File: config.mk
export PLATFORM = sky130hd
export DESIGN_NAME = cpu_clock_sequencer_flat
export DESIGN_NICKNAME = d
export VERILOG_FILES = /design/src/rtl/cpu_clock_sequencer_pkg.sv /design/src/rtl/cpu_clock_sequencer_if.sv /design/src/rtl/cpu_clock_sequencer_phase_counter.sv /design/src/rtl/cpu_clock_sequencer.sv /design/src/flat_wrapper.sv
export SDC_FILE = /design/constraint.sdc
export NUM_CORES = 1
export LEC_CHECK = 0
export ABC_AREA = 0
export CAP_MARGIN = 25
export CORE_ASPECT_RATIO = 0.5
export CORE_MARGIN = 4
export CORE_UTILIZATION = 55
export CTS_BUF_LIST = sky130_fd_sc_hd__clkbuf_4 sky130_fd_sc_hd__clkbuf_8
export DETAILED_ROUTE_END_ITERATION = 8
export PLACE_DENSITY_LB_ADDON = 0.12
export SLEW_MARGIN = 20
export SYNTH_ARGS = -nofsm -noshare
export SYNTH_HDL_FRONTEND = slang
export SYNTH_SLANG_ARGS = --single-unit
File: constraint.sdc
create_clock -name clk -period 5.9 [get_ports clk]
set_clock_uncertainty 0.05 [all_clocks]
set_input_delay 1.475 -clock clk [delete_from_list [all_inputs] [get_ports clk]]
set_output_delay 1.475 -clock clk [all_outputs]
set_load 0.02 [all_outputs]
File: src/rtl/cpu_clock_sequencer_pkg.sv
// Shared CPU package: sequencer state encoding and the default number of
// datapath clocks per instruction period (also used by the CPU top).
package cpu_pkg;

  typedef enum logic [1:0] {
    IDLE = 2'd0,
    RUN  = 2'd1,
    STEP = 2'd2
  } seq_state_t;

  localparam int PC_DIV_DEFAULT = 5;

endpackage

File: src/rtl/cpu_clock_sequencer_if.sv
// Control/status bundle between the debug/control logic (master) and the
// instruction-period sequencer (slave).
//   run, step, halt_req : control requests into the sequencer
//   phase, phase_oh     : current phase index and its one-hot decode
//   pc_en               : one-cycle PC advance strobe
//   halted              : sequencer is idle
//   instr_count         : number of pc_en strobes issued
interface cpu_clock_sequencer_if #(
  parameter int PC_DIV = cpu_pkg::PC_DIV_DEFAULT,
  parameter int PH_W   = $clog2(PC_DIV),
  parameter int CNT_W  = 32
);
  logic              run;
  logic              step;
  logic              halt_req;
  logic [PH_W-1:0]   phase;
  logic [PC_DIV-1:0] phase_oh;
  logic              pc_en;
  logic              halted;
  logic [CNT_W-1:0]  instr_count;

  modport master (
    output run, step, halt_req,
    input  phase, phase_oh, pc_en, halted, instr_count
  );

  modport slave (
    input  run, step, halt_req,
    output phase, phase_oh, pc_en, halted, instr_count
  );
endinterface

File: src/rtl/cpu_clock_sequencer_phase_counter.sv
// Mod-PC_DIV phase counter with enable and clear.
//   clk, rst : clock and synchronous active-high reset
//   en       : advance the phase this cycle (wraps PC_DIV-1 -> 0)
//   clr      : force phase to 0 (wins over en)
//   phase    : registered phase index
//   phase_oh : one-hot decode of phase
//   tc       : phase is at its terminal value PC_DIV-1
module phase_counter #(
  parameter int PC_DIV = 5,
  parameter int PH_W   = $clog2(PC_DIV)
) (
  input  logic              clk,
  input  logic              rst,
  input  logic              en,
  input  logic              clr,
  output logic [PH_W-1:0]   phase,
  output logic [PC_DIV-1:0] phase_oh,
  output logic              tc
);

  assign tc = (phase == PH_W'(PC_DIV - 1));

  always_ff @(posedge clk) begin
    if (rst || clr) begin
      phase <= '0;
    end else if (en) begin
      phase <= tc ? '0 : phase + PH_W'(1);
    end
  end

  always_comb begin
    phase_oh = '0;
    for (int i = 0; i < PC_DIV; i++) begin
      phase_oh[i] = (phase == PH_W'(i));
    end
  end

endmodule

File: src/rtl/cpu_clock_sequencer.sv
// Instruction-period sequencer: divides clk into PC_DIV-cycle periods, issues
// a one-cycle pc_en at the end of each period and supports run,
// halt-at-boundary and single-step modes. Counts retired periods.
//   clk, rst : single datapath clock, synchronous active-high reset
//   bus      : control requests in, phase/strobe/status/count out
module cpu_clock_sequencer
  import cpu_pkg::*;
#(
  parameter int PC_DIV = PC_DIV_DEFAULT,
  parameter int PH_W   = $clog2(PC_DIV),
  parameter int CNT_W  = 32
) (
  input  logic                  clk,
  input  logic                  rst,
  cpu_clock_sequencer_if.slave  bus
);

  seq_state_t        state;
  logic              stop_pend;
  logic [CNT_W-1:0]  instr_count;
  logic              active;
  logic              tc;
  logic              stop_now;
  logic [PH_W-1:0]   phase;
  logic [PC_DIV-1:0] phase_oh_raw;

  assign active = (state != IDLE);

  phase_counter #(
    .PC_DIV (PC_DIV),
    .PH_W   (PH_W)
  ) u_phase (
    .clk      (clk),
    .rst      (rst),
    .en       (active),
    .clr      (!active),
    .phase    (phase),
    .phase_oh (phase_oh_raw),
    .tc       (tc)
  );

  // A stop request in RUN is latched and honoured only at the period boundary.
  assign stop_now = bus.halt_req || !bus.run;

  always_ff @(posedge clk) begin
    if (rst) begin
      state       <= IDLE;
      stop_pend   <= 1'b0;
      instr_count <= '0;
    end else begin
      unique case (state)
        IDLE: begin
          stop_pend <= 1'b0;
          // run has priority; a coincident step is dropped
          if (bus.run && !bus.halt_req) begin
            state <= RUN;
          end else if (bus.step) begin
            state <= STEP;
          end
        end
        RUN: begin
          if (tc) begin
            if (stop_pend || stop_now) begin
              state     <= IDLE;
              stop_pend <= 1'b0;
            end
          end else if (stop_now) begin
            stop_pend <= 1'b1;
          end
        end
        STEP: begin
          if (tc) begin
            state <= IDLE;
          end
        end
        default: begin
          state     <= IDLE;
          stop_pend <= 1'b0;
        end
      endcase
      if (active && tc) begin
        instr_count <= instr_count + CNT_W'(1);
      end
    end
  end

  // Status outputs are decoded from registers only.
  assign bus.phase       = phase;
  assign bus.phase_oh    = active ? phase_oh_raw : '0;
  assign bus.pc_en       = active && tc;
  assign bus.halted      = !active;
  assign bus.instr_count = instr_count;

endmodule

File: src/flat_wrapper.sv
// flat-port wrapper written by rule: the top's interface ports become plain ports
module cpu_clock_sequencer_flat import cpu_pkg::*;
#(
  parameter int PC_DIV = PC_DIV_DEFAULT,
  parameter int PH_W   = $clog2(PC_DIV),
  parameter int CNT_W  = 32
)
  (clk, rst, bus_run, bus_step, bus_halt_req, bus_phase, bus_phase_oh, bus_pc_en, bus_halted, bus_instr_count);
  cpu_clock_sequencer_if #(.PC_DIV(PC_DIV), .PH_W(PH_W), .CNT_W(CNT_W)) bus_i ();
  input  logic clk;
  input  logic rst;
  input wire logic [$bits(bus_i.run)-1:0] bus_run;
  input wire logic [$bits(bus_i.step)-1:0] bus_step;
  input wire logic [$bits(bus_i.halt_req)-1:0] bus_halt_req;
  output wire logic [$bits(bus_i.phase)-1:0] bus_phase;
  output wire logic [$bits(bus_i.phase_oh)-1:0] bus_phase_oh;
  output wire logic [$bits(bus_i.pc_en)-1:0] bus_pc_en;
  output wire logic [$bits(bus_i.halted)-1:0] bus_halted;
  output wire logic [$bits(bus_i.instr_count)-1:0] bus_instr_count;
  assign bus_i.run = bus_run;
  assign bus_i.step = bus_step;
  assign bus_i.halt_req = bus_halt_req;
  assign bus_phase = bus_i.phase;
  assign bus_phase_oh = bus_i.phase_oh;
  assign bus_pc_en = bus_i.pc_en;
  assign bus_halted = bus_i.halted;
  assign bus_instr_count = bus_i.instr_count;
  cpu_clock_sequencer #(.PC_DIV(PC_DIV), .PH_W(PH_W), .CNT_W(CNT_W)) u_core (.clk(clk), .rst(rst), .bus(bus_i));
endmodule
# After elaboration in Yosys (flattened, before gate mapping)
# Index checks and enable logic that the tools add are counted.
# word_totals
reg_bits	38
word_cells	44
inputBits	5
out_inout_bits	42
# classes
n_mux	12
n_reduce_logical	13
n_eq_ne	12
addsub	2
n_bitwise	1
# op_table
cell	n
32-bit by 1-bit adder with 32-bit output, second input constant	1
2-bit 2-to-1 mux	5
3-bit by 2-bit equality test with 1-bit output, second input constant	2
2-bit by 1-bit inequality test with 1-bit output, second input constant	3
2-bit one-hot mux with 3 select lines	1
5-bit 2-to-1 mux	1
4-bit AND reduction	1
3-bit by 1-bit adder with 3-bit output, second input constant	1
3-bit by 1-bit equality test with 1-bit output, second input constant	1
3-bit equality test, second input constant	1
1-bit zero test	3
3-bit zero test	1
1-bit logical OR	3
1-bit 2-to-1 mux	3
3-bit 2-to-1 mux	1
3-bit by 1-bit inequality test with 1-bit output, second input constant	1
3-bit by 2-bit inequality test with 1-bit output, second input constant	1
3-bit inequality test, second input constant	1
3-bit AND reduction	1
2-bit by 1-bit equality test with 1-bit output, second input constant	1
2-bit equality test, second input constant	1
1-bit logical AND	2
2-bit zero test	1
1-bit one-hot mux with 2 select lines	1
other kinds (2)	2

# Logic depth before layout (Yosys ltp)
# logic_depth
ltp_word	6
depth_mapped	8
depth_no_buf	7

# By module
# Synthesis repeated with hierarchy kept, for this count alone.
# hier_totals
hier_cells	227
area_unflattened_um2	1964.4
# by_module_without_submodules
mod	seq_area_each_um2	area_per_inst_um2	instances	cells_each
cpu_clock_sequencer	700.7	1727.9	1	202
phase_counter	60.1	236.5	1	25

# Worst setup path before layout
# OpenSTA, ideal clock, no wires.
# synth_timing
path_type	reg-to-output
startpoint	register u_core.u_phase.phase[0]
endpoint	output bus_phase_oh[4]
slack_ns	3.018
t_required_ns	4.375
stages_incl_launch_ff	6
arrival_ns	1.357
n_path_buf	1
cell_sequence	dfxtp_1 > inv_1 > ha_1 > o211ai_2 > inv_1 > buf_4
# synth_between
elab_chain_cells	2
# synth_lines
element	line	text
start: declaration	cpu_clock_sequencer_phase_counter.sv:16	output logic [PH_W-1:0] phase,
start signal: assignment	cpu_clock_sequencer_phase_counter.sv:27	phase <= tc ? '0 : phase + PH_W'(1);
3-bit equality test	cpu_clock_sequencer_phase_counter.sv:34	phase_oh[i] = (phase == PH_W'(i));
5-bit 2-to-1 mux	cpu_clock_sequencer.sv:89	assign bus.phase_oh = active ? phase_oh_raw : '0;
end: declaration	flat_wrapper.sv:16	output wire logic [$bits(bus_i.phase_oh)-1:0] bus_phase_oh;
# Every way passes these cells.

# Final worst setup path
# layout_timing
startpoint	register u_core.u_phase.phase[0]
endpoint	output bus_pc_en
# layout_between
elab_chain_cells	2
# layout_lines
element	line	text
3-bit equality test	cpu_clock_sequencer_phase_counter.sv:21	assign tc = (phase == PH_W'(PC_DIV - 1));
1-bit logical AND	cpu_clock_sequencer.sv:90	assign bus.pc_en = active && tc;
end: declaration	flat_wrapper.sv:17	output wire logic [$bits(bus_i.pc_en)-1:0] bus_pc_en;
# Every way passes these cells.

==> results.ini <==
[run_status]
status = finished clean

[routing]
first_iter_violations = 95
vias = 1833
viasPerCell = 5.91
drt-met1-wl_um = 2200
detail_route.wl_per_cell_um = 14.6
routed_wirelength_um = 4530
dr.pass1.iters = 4
wl_met3_um = 308
ant_nets = 0
drc = 0
wl_met2_um = 1980
highest_layer = met4

[clock_network]
clock_sinks = 38
cts_tree = built
cts-resized-gates = 0
htreeDepth = 2
cts.clk_slew.worst_paths_ns = 0.07
numCtsBuffers = 5
root_buffer = clkbuf_8
postCtsHoldBufs = 0
clkLatencyLatePin_ns = 0.29
clk_path_buf_depth = 2
cts_setup_buffers = 0

[timing]
timing.fmax_mhz = 282
final.setup.tns_ns = 0
finalCritPeriodShare = 0.601
hold_viol_final = 0
finalSetupViolations = 0
slew_headroom = 0.418
finalCriticalPeriod_ns = 3.55
finalMaxSlewViolations = 0
rsz0062_at_grt = false
worstMarginPinSlew_ns = 0.865

[floorplanning]
io_pins = 47
die_w_um = 90.9
placementRows = 14
die_area_um2 = 4490
core_area_um2 = 3140
chipHeight_um = 49.4
initial_core_util = 0.603

[placement]
numPlacedInstances = 302
port_buffers = 46
dp_hpwl_um = 3180
gp_congestion = 0.805

[finish]
final_util = 0.783
regArea_um2 = 761
multi_input_area_um2 = 1040
nets = 281
syn_to_final_growth_pct = 30.0
antenna_cells = 0
fillers = 210
drive_gt1_frac = 0.0667
stdcell_count = 310

[global_route]
grt_max_degree = 32
grt_pass1_vias = 1629
antenna_found_initial = 0
grt_usage = 0.206
gr-total-overflow = 0
grt_pass1_wl_um = 7620

[logic_synthesis]
syn_nets = 237
yosys.cell_types.count = 34
ys_warn_count = 0
syn_area_per_cell_um2 = 8.36
synthesis.area_um2 = 1890
ys_ff_latch = 38
synthCells = 226
seq_area_frac_synth = 0.403

[power_and_ir_drop]
powerDensity_nw_per_um2 = 191
p_leak_nw = 0.749
peakVddDrop_mv = 0.134

[setup_path]
critical-path-max-stage-delay_ns = 0.64
cp.required_ns = 4.38
slowest_stage = clkdlybuf4s50_1
crit_path_cell_trace = inv_1 -> ha_1 -> o211ai_2 -> inv_1 -> clkdlybuf4s50_1
path_max_fanout = 6
critPathTopFamily = buffers and inverters
crit_buf_inv = 3
cpMostUsedCell = inv_1
critPathArrivalTime_ns = 2.02
cp-start-kind = flip-flop
end_kind = output pin
crit_type = flip-flop to output pin

[job]
cap_violations = 0

[hold_path]
worstHoldPathType = flip-flop to flip-flop

[cell type report]
class,count,share of cell area
clock buffers,7,0.0341
inverters,9,0.0138
multi-input cells,168,0.425
flip-flops and latches,38,0.310
well taps,40,0.0204
repair buffers,48,0.197
[sequential cells by signal, indices dropped and copies added (netlist names)]
name	flops
u_core.stop_pend	1
u_core.state	2
u_core.bus.instr_count	32
u_core.u_phase.phase	3
[cells in the mapped netlist]
library cell | n | area, um^2
nand2b_1 | 3 | 18.8
o31ai_1 | 9 | 67.6
nand3_1 | 9 | 45.0
nor3b_1 | 4 | 30.0
nor3_1 | 5 | 25.0
o211ai_2 | 1 | 12.5
nor2b_1 | 3 | 18.8
or3_1 | 10 | 62.6
or3b_2 | 2 | 17.5
a31oi_1 | 1 | 6.26
clkbuf_1 | 5 | 18.8
a21oi_1 | 26 | 130
nor4_1 | 4 | 25.0
xnor2_1 | 7 | 61.3
nand4_1 | 9 | 56.3
nand3b_1 | 1 | 7.51
buf_1 | 1 | 3.75
and3_1 | 2 | 12.5
nand2_1 | 15 | 56.3
or2_2 | 1 | 6.26
xor2_1 | 1 | 8.76
buf_4 | 1 | 7.51
o41ai_1 | 1 | 8.76
o2111ai_1 | 1 | 8.76
buf_2 | 4 | 20.0
dfxtp_1 | 38 | 761
mux2_2 | 2 | 22.5
a31o_2 | 2 | 17.5
nor2_1 | 17 | 63.8
o21ai_0 | 9 | 45.0
ha_1 | 6 | 75.1
o2111ai_2 | 1 | 15.0
or4_1 | 16 | 120
inv_1 | 9 | 33.8
[kinds of logic (layout without fill, tap and decap cells)]
kind of cell             after synthesis  in the layout  share of synthesized area
AND/OR/NAND/NOR                      101            101                      0.299
AO/OA/AOI/OAI                         51             51                      0.165
buffers and inverters                 20             64                     0.0444
adder cells (fa/ha/maj)                6              6                     0.0397
XOR/XNOR                               8              8                     0.0371
multiplexers                           2              2                     0.0119
flip-flops                            38             38                      0.403
[layer usage]
metal	vias up	GRT usage
met4	0	0.0625
met1	834	0.266
met5	-	0
met2	67	0.329
met3	7	0.0678
li1	925	-
[worst paths after layout]
path	slack, ns	endpoint	cells after the start	from
max	2.35	bus_pc_en	5	u_core.u_phase.phase[0]
min	0.45	u_core.bus.instr_count[29]	2	u_core.bus.instr_count[29]
max reg2reg	3.28	u_core.bus.instr_count[31]	6	u_core.u_phase.phase[0]
min reg2reg	0.45	u_core.bus.instr_count[29]	2	u_core.bus.instr_count[29]
[report_power, final]
group,total [mW],switching [mW],internal [mW]
Sequential,0.262,0.00359,0.259
Clock,0.177,0.0868,0.0906
Combinational,0.0305,0.0169,0.0137
Total,0.470,0.107,0.363
[tightest hold or removal path, stage by stage (launching register included)]
cell and delay [ns]:
dfxtp_1 0.33, o31ai_1 0.07, a21oi_1 0.06
[placed cells by master, fill, tap and decap left out, types with 10 or more instances in the layout]
cell | synthesis | routed
dfxtp_1 | 38 | 38
clkdlybuf4s50_1 | 0 | 46
nor2_1 | 17 | 17
a21oi_1 | 26 | 26
nand2_1 | 15 | 15
or4_1 | 16 | 16
or3_1 | 10 | 10
[through the flow]
stage	cell area [um^2]	hold WS [ns]	power, mW	worst slack [ns]
after floorplan	1890	0.422	0.285	3.02
after global placement	2360	0.418	0.297	2.34
after detailed placement	2360	0.443	0.297	2.33
after CTS	2440	0.451	0.471	2.34
after global routing	2460	0.477	0.488	2.25
final	2460	0.449	0.470	2.35
Note: power is estimated with default switching activity, not from simulation.
